`config.mk`:
```
export PLATFORM = sky130hd
export DESIGN_NAME = hasti_sram_ctrl
export DESIGN_NICKNAME = d
export VERILOG_FILES = /design/src/rtl/hasti_sram_ctrl.sv
export SDC_FILE = /design/constraint.sdc
export NUM_CORES = 1
export LEC_CHECK = 0
export ABC_AREA = 1
export CAP_MARGIN = 0
export CORE_AREA = 2 2 88 90
export DETAILED_ROUTE_END_ITERATION = 6
export DIE_AREA = 0 0 90 92
export PLACE_DENSITY = 0.81
export SETUP_SLACK_MARGIN = 0.5
export SYNTH_ARGS = -nofsm -noshare
export SYNTH_HDL_FRONTEND = slang
export SYNTH_SLANG_ARGS = --single-unit
```
`constraint.sdc`:
```
create_clock -name CLK -period 2.2 [get_ports CLK]
set_input_delay 0.22 -clock CLK [delete_from_list [all_inputs] [get_ports CLK]]
set_output_delay 0.22 -clock CLK [all_outputs]
set_load 0.02 [all_outputs]
```
`src/rtl/hasti_sram_ctrl.sv`:
```
// hasti_sram_ctrl: AHB-lite (Hasti) slave front end for a 1K x 32 SRAM wrapper.
// The wrapper has a W0 write port and an R1 read port. The two ports share one
// address bus, so a write commit and a read issue can never happen in the same
// cycle. When a read address phase lands on a write data phase, the read is
// held for one wait state and issued from a register in the next cycle.
// Optional feature macro: HASTI_SRAM_ERR_EN. When it is defined, a transfer
// with nonzero upper address bits, or with HSIZE above word, gets a two-cycle
// ERROR response and never reaches the SRAM. When it is undefined, the upper
// address bits alias, HSIZE above word is treated as a word, and HRESP is 0.
module hasti_sram_ctrl #(
    parameter int ADDR_WIDTH = 10
) (
    input  logic                  CLK,
    input  logic                  RST_N,
    input  logic                  HSEL,
    input  logic [31:0]           HADDR,
    input  logic                  HWRITE,
    input  logic [2:0]            HSIZE,
    input  logic [1:0]            HTRANS,
    input  logic                  HREADY,
    input  logic [31:0]           HWDATA,
    output logic [31:0]           HRDATA,
    output logic                  HREADYOUT,
    output logic                  HRESP,
    output logic [ADDR_WIDTH-1:0] W0A,
    output logic                  W0E,
    output logic [31:0]           W0I,
    output logic [31:0]           W0M,
    output logic [ADDR_WIDTH-1:0] R1A,
    output logic                  R1E,
    input  logic [31:0]           R1O
);

`ifdef HASTI_SRAM_ERR_EN
    typedef enum logic [2:0] {
        ST_IDLE   = 3'd0,
        ST_WDATA  = 3'd1,
        ST_WSTALL = 3'd2,
        ST_ERR1   = 3'd3,
        ST_ERR2   = 3'd4
    } state_t;
`else
    typedef enum logic [1:0] {
        ST_IDLE   = 2'd0,
        ST_WDATA  = 2'd1,
        ST_WSTALL = 2'd2
    } state_t;
`endif

    // Byte-lane write mask. A misaligned half or word is widened to the
    // naturally aligned lanes that contain it. Sizes above word fall back to a
    // full-word mask.
    function automatic logic [31:0] lane_mask(input logic [2:0] size, input logic [1:0] lane);
        logic [31:0] m;
        case (size)
            3'd0: begin
                case (lane)
                    2'd0:    m = 32'h0000_00FF;
                    2'd1:    m = 32'h0000_FF00;
                    2'd2:    m = 32'h00FF_0000;
                    default: m = 32'hFF00_0000;
                endcase
            end
            3'd1:    m = lane[1] ? 32'hFFFF_0000 : 32'h0000_FFFF;
            default: m = 32'hFFFF_FFFF;
        endcase
        return m;
    endfunction

    state_t                  state_q, state_d;
    logic [ADDR_WIDTH-1:0]   wr_addr_q, wr_addr_d;
    logic [2:0]              wr_size_q, wr_size_d;
    logic [1:0]              wr_lane_q, wr_lane_d;
    logic [ADDR_WIDTH-1:0]   rd_addr_q, rd_addr_d;

    logic                    acc_s;
    logic                    bad_s;
    logic                    rd_s;
    logic                    wr_s;
    logic                    hreadyout_s;
    logic                    hresp_s;
    logic                    r1e_s;
    logic [ADDR_WIDTH-1:0]   r1a_s;
    logic                    w0e_s;
    logic [ADDR_WIDTH-1:0]   haddr_word_s;
    logic                    unused_s;

    // The reset term keeps R1E low while reset is held, even when a read is
    // being presented on the bus.
    assign acc_s        = RST_N & HSEL & HTRANS[1] & HREADY;
    assign haddr_word_s = HADDR[ADDR_WIDTH+1:2];

`ifdef HASTI_SRAM_ERR_EN
    assign bad_s    = acc_s & ((|HADDR[31:ADDR_WIDTH+2]) | (HSIZE > 3'd2));
    assign unused_s = HTRANS[0];
`else
    assign bad_s    = 1'b0;
    assign unused_s = ^{HTRANS[0], HADDR[31:ADDR_WIDTH+2]};
`endif

    assign rd_s = acc_s & ~bad_s & ~HWRITE;
    assign wr_s = acc_s & ~bad_s & HWRITE;

    // Next-state, port-enable and response logic for the transfer sequencer.
    always_comb begin
        state_d     = state_q;
        wr_addr_d   = wr_addr_q;
        wr_size_d   = wr_size_q;
        wr_lane_d   = wr_lane_q;
        rd_addr_d   = rd_addr_q;
        hreadyout_s = 1'b1;
        hresp_s     = 1'b0;
        r1e_s       = 1'b0;
        r1a_s       = haddr_word_s;
        w0e_s       = 1'b0;
        case (state_q)
            ST_IDLE: begin
                if (wr_s) begin
                    wr_addr_d = haddr_word_s;
                    wr_size_d = HSIZE;
                    wr_lane_d = HADDR[1:0];
                    state_d   = ST_WDATA;
                end else if (rd_s) begin
                    r1e_s   = 1'b1;
                    state_d = ST_IDLE;
`ifdef HASTI_SRAM_ERR_EN
                end else if (bad_s) begin
                    state_d = ST_ERR1;
`endif
                end else begin
                    state_d = ST_IDLE;
                end
            end
            ST_WDATA: begin
                // The write commits here no matter what follows it.
                w0e_s = 1'b1;
                if (rd_s) begin
                    // The write owns the shared address bus this cycle, so
                    // the read is held and issued next cycle.
                    hreadyout_s = 1'b0;
                    rd_addr_d   = haddr_word_s;
                    state_d     = ST_WSTALL;
                end else if (wr_s) begin
                    wr_addr_d = haddr_word_s;
                    wr_size_d = HSIZE;
                    wr_lane_d = HADDR[1:0];
                    state_d   = ST_WDATA;
`ifdef HASTI_SRAM_ERR_EN
                end else if (bad_s) begin
                    state_d = ST_ERR1;
`endif
                end else begin
                    state_d = ST_IDLE;
                end
            end
            ST_WSTALL: begin
                // The master is still presenting the held read. That repeat
                // is not treated as a new transfer.
                r1e_s   = 1'b1;
                r1a_s   = rd_addr_q;
                state_d = ST_IDLE;
            end
`ifdef HASTI_SRAM_ERR_EN
            ST_ERR1: begin
                hreadyout_s = 1'b0;
                hresp_s     = 1'b1;
                state_d     = ST_ERR2;
            end
            ST_ERR2: begin
                hresp_s = 1'b1;
                if (wr_s) begin
                    wr_addr_d = haddr_word_s;
                    wr_size_d = HSIZE;
                    wr_lane_d = HADDR[1:0];
                    state_d   = ST_WDATA;
                end else if (rd_s) begin
                    r1e_s   = 1'b1;
                    state_d = ST_IDLE;
                end else if (bad_s) begin
                    state_d = ST_ERR1;
                end else begin
                    state_d = ST_IDLE;
                end
            end
`endif
            default: begin
                state_d = ST_IDLE;
            end
        endcase
    end

    // State and pending-transfer registers. The asynchronous reset aborts any
    // in-flight write before its commit edge.
    always_ff @(posedge CLK or negedge RST_N) begin
        if (!RST_N) begin
            state_q   <= ST_IDLE;
            wr_addr_q <= {ADDR_WIDTH{1'b0}};
            wr_size_q <= 3'd0;
            wr_lane_q <= 2'd0;
            rd_addr_q <= {ADDR_WIDTH{1'b0}};
        end else begin
            state_q   <= state_d;
            wr_addr_q <= wr_addr_d;
            wr_size_q <= wr_size_d;
            wr_lane_q <= wr_lane_d;
            rd_addr_q <= rd_addr_d;
        end
    end

    assign HRDATA    = R1O;
    assign HREADYOUT = hreadyout_s;
    assign HRESP     = hresp_s;
    assign W0E       = w0e_s;
    assign W0A       = wr_addr_q;
    assign W0I       = HWDATA;
    assign W0M       = lane_mask(wr_size_q, wr_lane_q);
    assign R1E       = r1e_s;
    assign R1A       = r1a_s;

endmodule

```
Word level (Yosys, flattened, before mapping)
Cells that the tools add are included.
Widths: inputs -> output; s select.
{"block": "word_totals", "register_bits": 27, "inputBits": 106, "output_inout_bits": 120, "elab_cells": 45}
{"block": "op_classes", "eq_ne": 6, "mux": 22, "bitwise_logic": 6, "n_reduce_logical": 6}
{"operator": "$pmux 32 s3", "n": 1}
{"operator": "$pmux 32 s2", "n": 1}
{"operator": "$mux 32", "n": 1}
{"operator": "$mux 10", "n": 3}
{"operator": "$pmux 10 s2", "n": 1}
{"operator": "$pmux 2 s2", "n": 2}
{"operator": "$mux 1", "n": 6}
{"operator": "$mux 2", "n": 3}
{"operator": "$mux 3", "n": 2}
{"operator": "$pmux 3 s2", "n": 1}
{"operator": "$and 1x1->1", "n": 5}
{"operator": "$eq 2x1->1 const B", "n": 2}
{"operator": "$eq 2x2->1 const B", "n": 2}
{"operator": "$logic_not 2->1", "n": 2}
{"operator": "$reduce_and 2->1", "n": 2}
{"operator": "$eq 3x1->1 const B", "n": 1}
{"operator": "$logic_not 3->1", "n": 1}
{"operator": "$ne 2x2->1 const B", "n": 1}
{"operator": "$pmux 1 s2", "n": 1}
{"operator": "$reduce_bool 2->1", "n": 1}
{"operator": "$not 1->1", "n": 1}

Depth between registers and ports, before layout
{"block": "logic_depth", "word_depth": 7, "mapped_depth": 6}

Worst setup path before layout
OpenSTA, ideal clock, no wires.
{"block": "synth_timing", "path_kind": "reg-to-output", "from": "register wr_size_q[1]", "to": "output port W0M[17]", "arrival_ps": 1256, "t_required_ps": 1980, "setup_slack_ps": 724, "path_stages_with_launch": 7, "cell_sequence": "dfrtp_1 -> nor2_1 -> nand2_1 -> nand2_1 -> nand2_1 -> nand2_1 -> buf_4"}
{"block": "synth_via", "elab_chain_cells": 2, "elab_cells_between_ends": 3, "cone_classes": "eq/ne (1); mux (1); reduce/logical (1)"}
{"item": "from (decl)", "line": "72", "source": "logic [2:0] wr_size_q, wr_size_d;"}
{"item": "from (signal assigned)", "line": "204", "source": "wr_size_q <= wr_size_d;"}
{"item": "$eq 3x1->1 / $logic_not 3->1 (equally long branches)", "line": "55", "source": "case (size)"}
{"item": "$pmux 32 s2 (*)", "line": "55"}
{"item": "to (decl)", "line": "28", "source": "output logic [31:0] W0M,"}
Mark *: on every way between the ends. The rest lies on a longest branch, timed or not.

Final worst setup path
{"block": "layout_timing", "from": "register state_q[0]", "to": "output port R1A[2]"}
{"block": "layout_via", "elab_chain_cells": 2}
{"item": "from (decl)", "line": "70", "source": "state_t state_q, state_d;"}
{"item": "from (signal assigned)", "line": "202", "source": "state_q <= state_d;"}
{"item": "$eq 2x2->1", "line": "116", "source": "case (state_q)"}
{"item": "$mux 10", "line": "116"}
{"item": "to (decl)", "line": "29", "source": "output logic [ADDR_WIDTH-1:0] R1A,"}
No other way between the ends.

==> run_results.csv <==
group,metric,value,unit
timing,min_period,1.64,ns
cells_and_area,fin_nets,344,
cells_and_area,layout-drive-gt1-share,30.4,%
yosys,syn_nets,358,
global_routing,grt_pass1_vias,1467,
die,dieArea,8280,um^2
pwr,seqPwrFrac,34.8,%
cts,cts_tree,"yes",
critical_path,critical_path.max_fanout,14,
yosys,yosys.area.top_type_share,35.5,%
pwr,power_leakage,1.09,nW
critical_path,path_class,"reg2out",
cts,max-clock-path-buffers,2,
critical_path,worst-endpoint-arrival,1.42,ns
die,core-area,7450,um^2
detailed_routing,wirelength,4.34,mm
critical_path,required,1.98,ns
yosys,yosysSeqAreaShare,33.6,%
pwr,power_frac_clock,16.7,%
die,rows,32,
timing,maxSlewViolCount,0,
cells_and_area,area_growth,2.36,%
cells_and_area,final_cell_area,2060,um^2
timing,hold_viol_final,0,
cells_and_area,fin_util,27.6,%
detailed_routing,ant_nets,0,
placed_design,place_area,2170,um^2
yosys,synth_cell_type_count,17,
global_routing,grt_usage,10.5,%
yosys,postSynthCellCount,252,
cells_and_area,diodes,0,
cts,cts-buffers-inserted,3,
run,cap_violations,0,
critical_path,startpoint,"state_q[0]",
detailed_routing,routedWlPerCell,12.8,um
die,die_y,92,um
pwr,switching_share,42.6,%
critical_path,r2r-start,"state_q[1]",
pwr,cellPowerDensity,830,nW/um^2
cts,clk_latency,0.27,ns
timing,max_freq,608,MHz
die,start_util,27.0,%
cts,cts_hold_buf,0,
global_routing,antenna_found_initial,0,
placed_design,gp_congestion,0.706,
critical_path,start_kind,"register",
global_routing,overflow,0,
die,pin_count,226,
die,die_w,90,um
placed_design,place_hpwl,3.41,mm
critical_path,endpoint_kind,"output pin",
yosys,syn_area_per_cell,7.98,um^2
pwr,switchingPower,0.000728,W
global_routing,grt_pass1_wl,7.04,mm
cts,cts_sinks,27,
status,status,"finished, final reports clean",
yosys,synth_largest_area_cell,"buf_4",
global_routing,grt_max_degree,28,
yosys,synth_seq_cells,27,
detailed_routing,vias,1404,
yosys,yosysWarnings,0,
cells_and_area,num-fill-cells,837,
placed_design,port_buffers,75,
timing,fin_setup_tns,0,ns
pwr,combPwrFrac,48.6,%
cells_and_area,final_common_cell,"nand2_1",
placed_design,dp_cells,334,
cells_and_area,final_cell_mix,"55 x nand2_1, 35 x buf_2, 30 x clkdlybuf4s50_1",
detailed_routing,drt-vias-per-instance,4.14,
timing,rsz0062_at_grt,"yes",
cts,h-tree-depth,1,
detailed_routing,dr.pass1.iters,4,
cells_and_area,final_cells,339,
min_path,hold_class,"in2async",
yosys,ys_top_cells_by_area,"buf_4 35%, dfrtp_1 34%, nand2_1 11%, o21ai_2 4.4%, nand4_1 3.1%",
detailed_routing,drcViolationCount,0,
yosys,mappedNetlistArea,2010,um^2
timing,setup_viol,0,
cts,clkSlewWorstSetupHoldPaths,0.09,ns
pwr,irDropWorstVdd,0.000201,V
pwr,p_int,0.000981,W
cts,clock-root-buffer,"clkbuf_8",
timing,fin_worst_skew,0.00240,ns
pwr,p_total,0.00171,W
timing,period_share,74.7,%
detailed_routing,first_iter_violations,73,
-- power groups by stage --
stage	Sequential (W)	Clock (W)	Combinational [W]
6_report	0.000594	0.000285	0.000830
5_1_grt	0.000602	0.000317	0.000891
4_1_cts	0.000593	0.000293	0.000964
3_5_place_dp	0.000603	0	0.00101
3_3_place_gp	0.000599	0	0.000998
2_1_floorplan	0.000644	0	0.000821
-- cells by family (layout without fill, tap and decap cells) --
family                 count (synthesis)  after routing  share of synthesized area [%]
DFF                                   27             27                           33.6
and+or+nand+nor                       87             87                           18.6
buffers and inverters                117            102                           40.8
AOI/OAI and AO/OA                     20             20                           6.84
other                                  1              1                          0.187
-- cells in the mapped netlist, drive strengths merged --
library cell and number:
a21oi 10, buf 99, clkbuf 2, conb 1, dfrtp 27, inv 16
nand2 61, nand3 2, nand4 10, nor2 14, o21ai 10
-- path summary, 6_finish.rpt --
check | depth (start not counted) | slack, ns | end
min in group CLK | 0 | 0.44 | W0I[22]
max in group asynchronous | 2 | 1.57 | W0A[6]
worst max-delay path | 5 | 0.56 | R1A[2]
worst min register to register | 2 | 0.48 | rd_addr_q[0]
worst min-delay path | 2 | 0.37 | W0A[9]
worst max register to register | 5 | 0.87 | wr_size_q[2]
-- repair_timing --
| action | CTS | global route |
|---|---|---|
| hold endpoints to repair | 0 | 0 |
| pin swaps | 1 | 2 |
| resized for setup | 132 | 39 |
| gates cloned | 0 | 0 |
| setup buffers | 0 | 1 |
| endpoints found under the setup margin | 45 | 44 |
-- through the flow --
step	hold slack (ns)	setup slack (ns)
2_1_floorplan	-0.0756	0.724
3_3_place_gp	0.440	0.145
3_5_place_dp	0.440	0.157
4_1_cts	0.389	0.397
5_1_grt	0.407	0.461
6_report	0.372	0.556
-- metal layers --
metal	track usage [%]	share of wire, %	vias to the layer above
met2	16.9	44	88
met1	10.2	38	631
met3	6.41	14	32
met4	6.41	4.0	0
li1	-	-	653
met5	0	0	-
-- state kept, by name (all words and copies together) (netlist names) --
| signal | cells |
|---|---|
| wr_size_q | 3 |
| wr_lane_q | 2 |
| rd_addr_q | 10 |
| state_q | 2 |
| W0A | 10 |
-- worst max-delay path, stage by stage (launching register included) --
cell,delay [ns]
dfrtp_1,0.39
inv_2,0.10
nand2_4,0.11
buf_4,0.19
a21oi_1,0.17
buf_2,0.19
-- area by class of cell --
| class | instances | area [um^2] | share of cell area, % |
|---|---|---|---|
| clock buffer | 4 | 45.0 | 2.19 |
| inverter | 16 | 60.1 | 2.92 |
| multi-input combinational | 108 | 538 | 26.1 |
| sequential | 27 | 676 | 32.8 |
| tap | 102 | 128 | 6.20 |
| timing repair buffer | 82 | 612 | 29.7 |
Note: power is estimated with default switching activity, not from simulation.
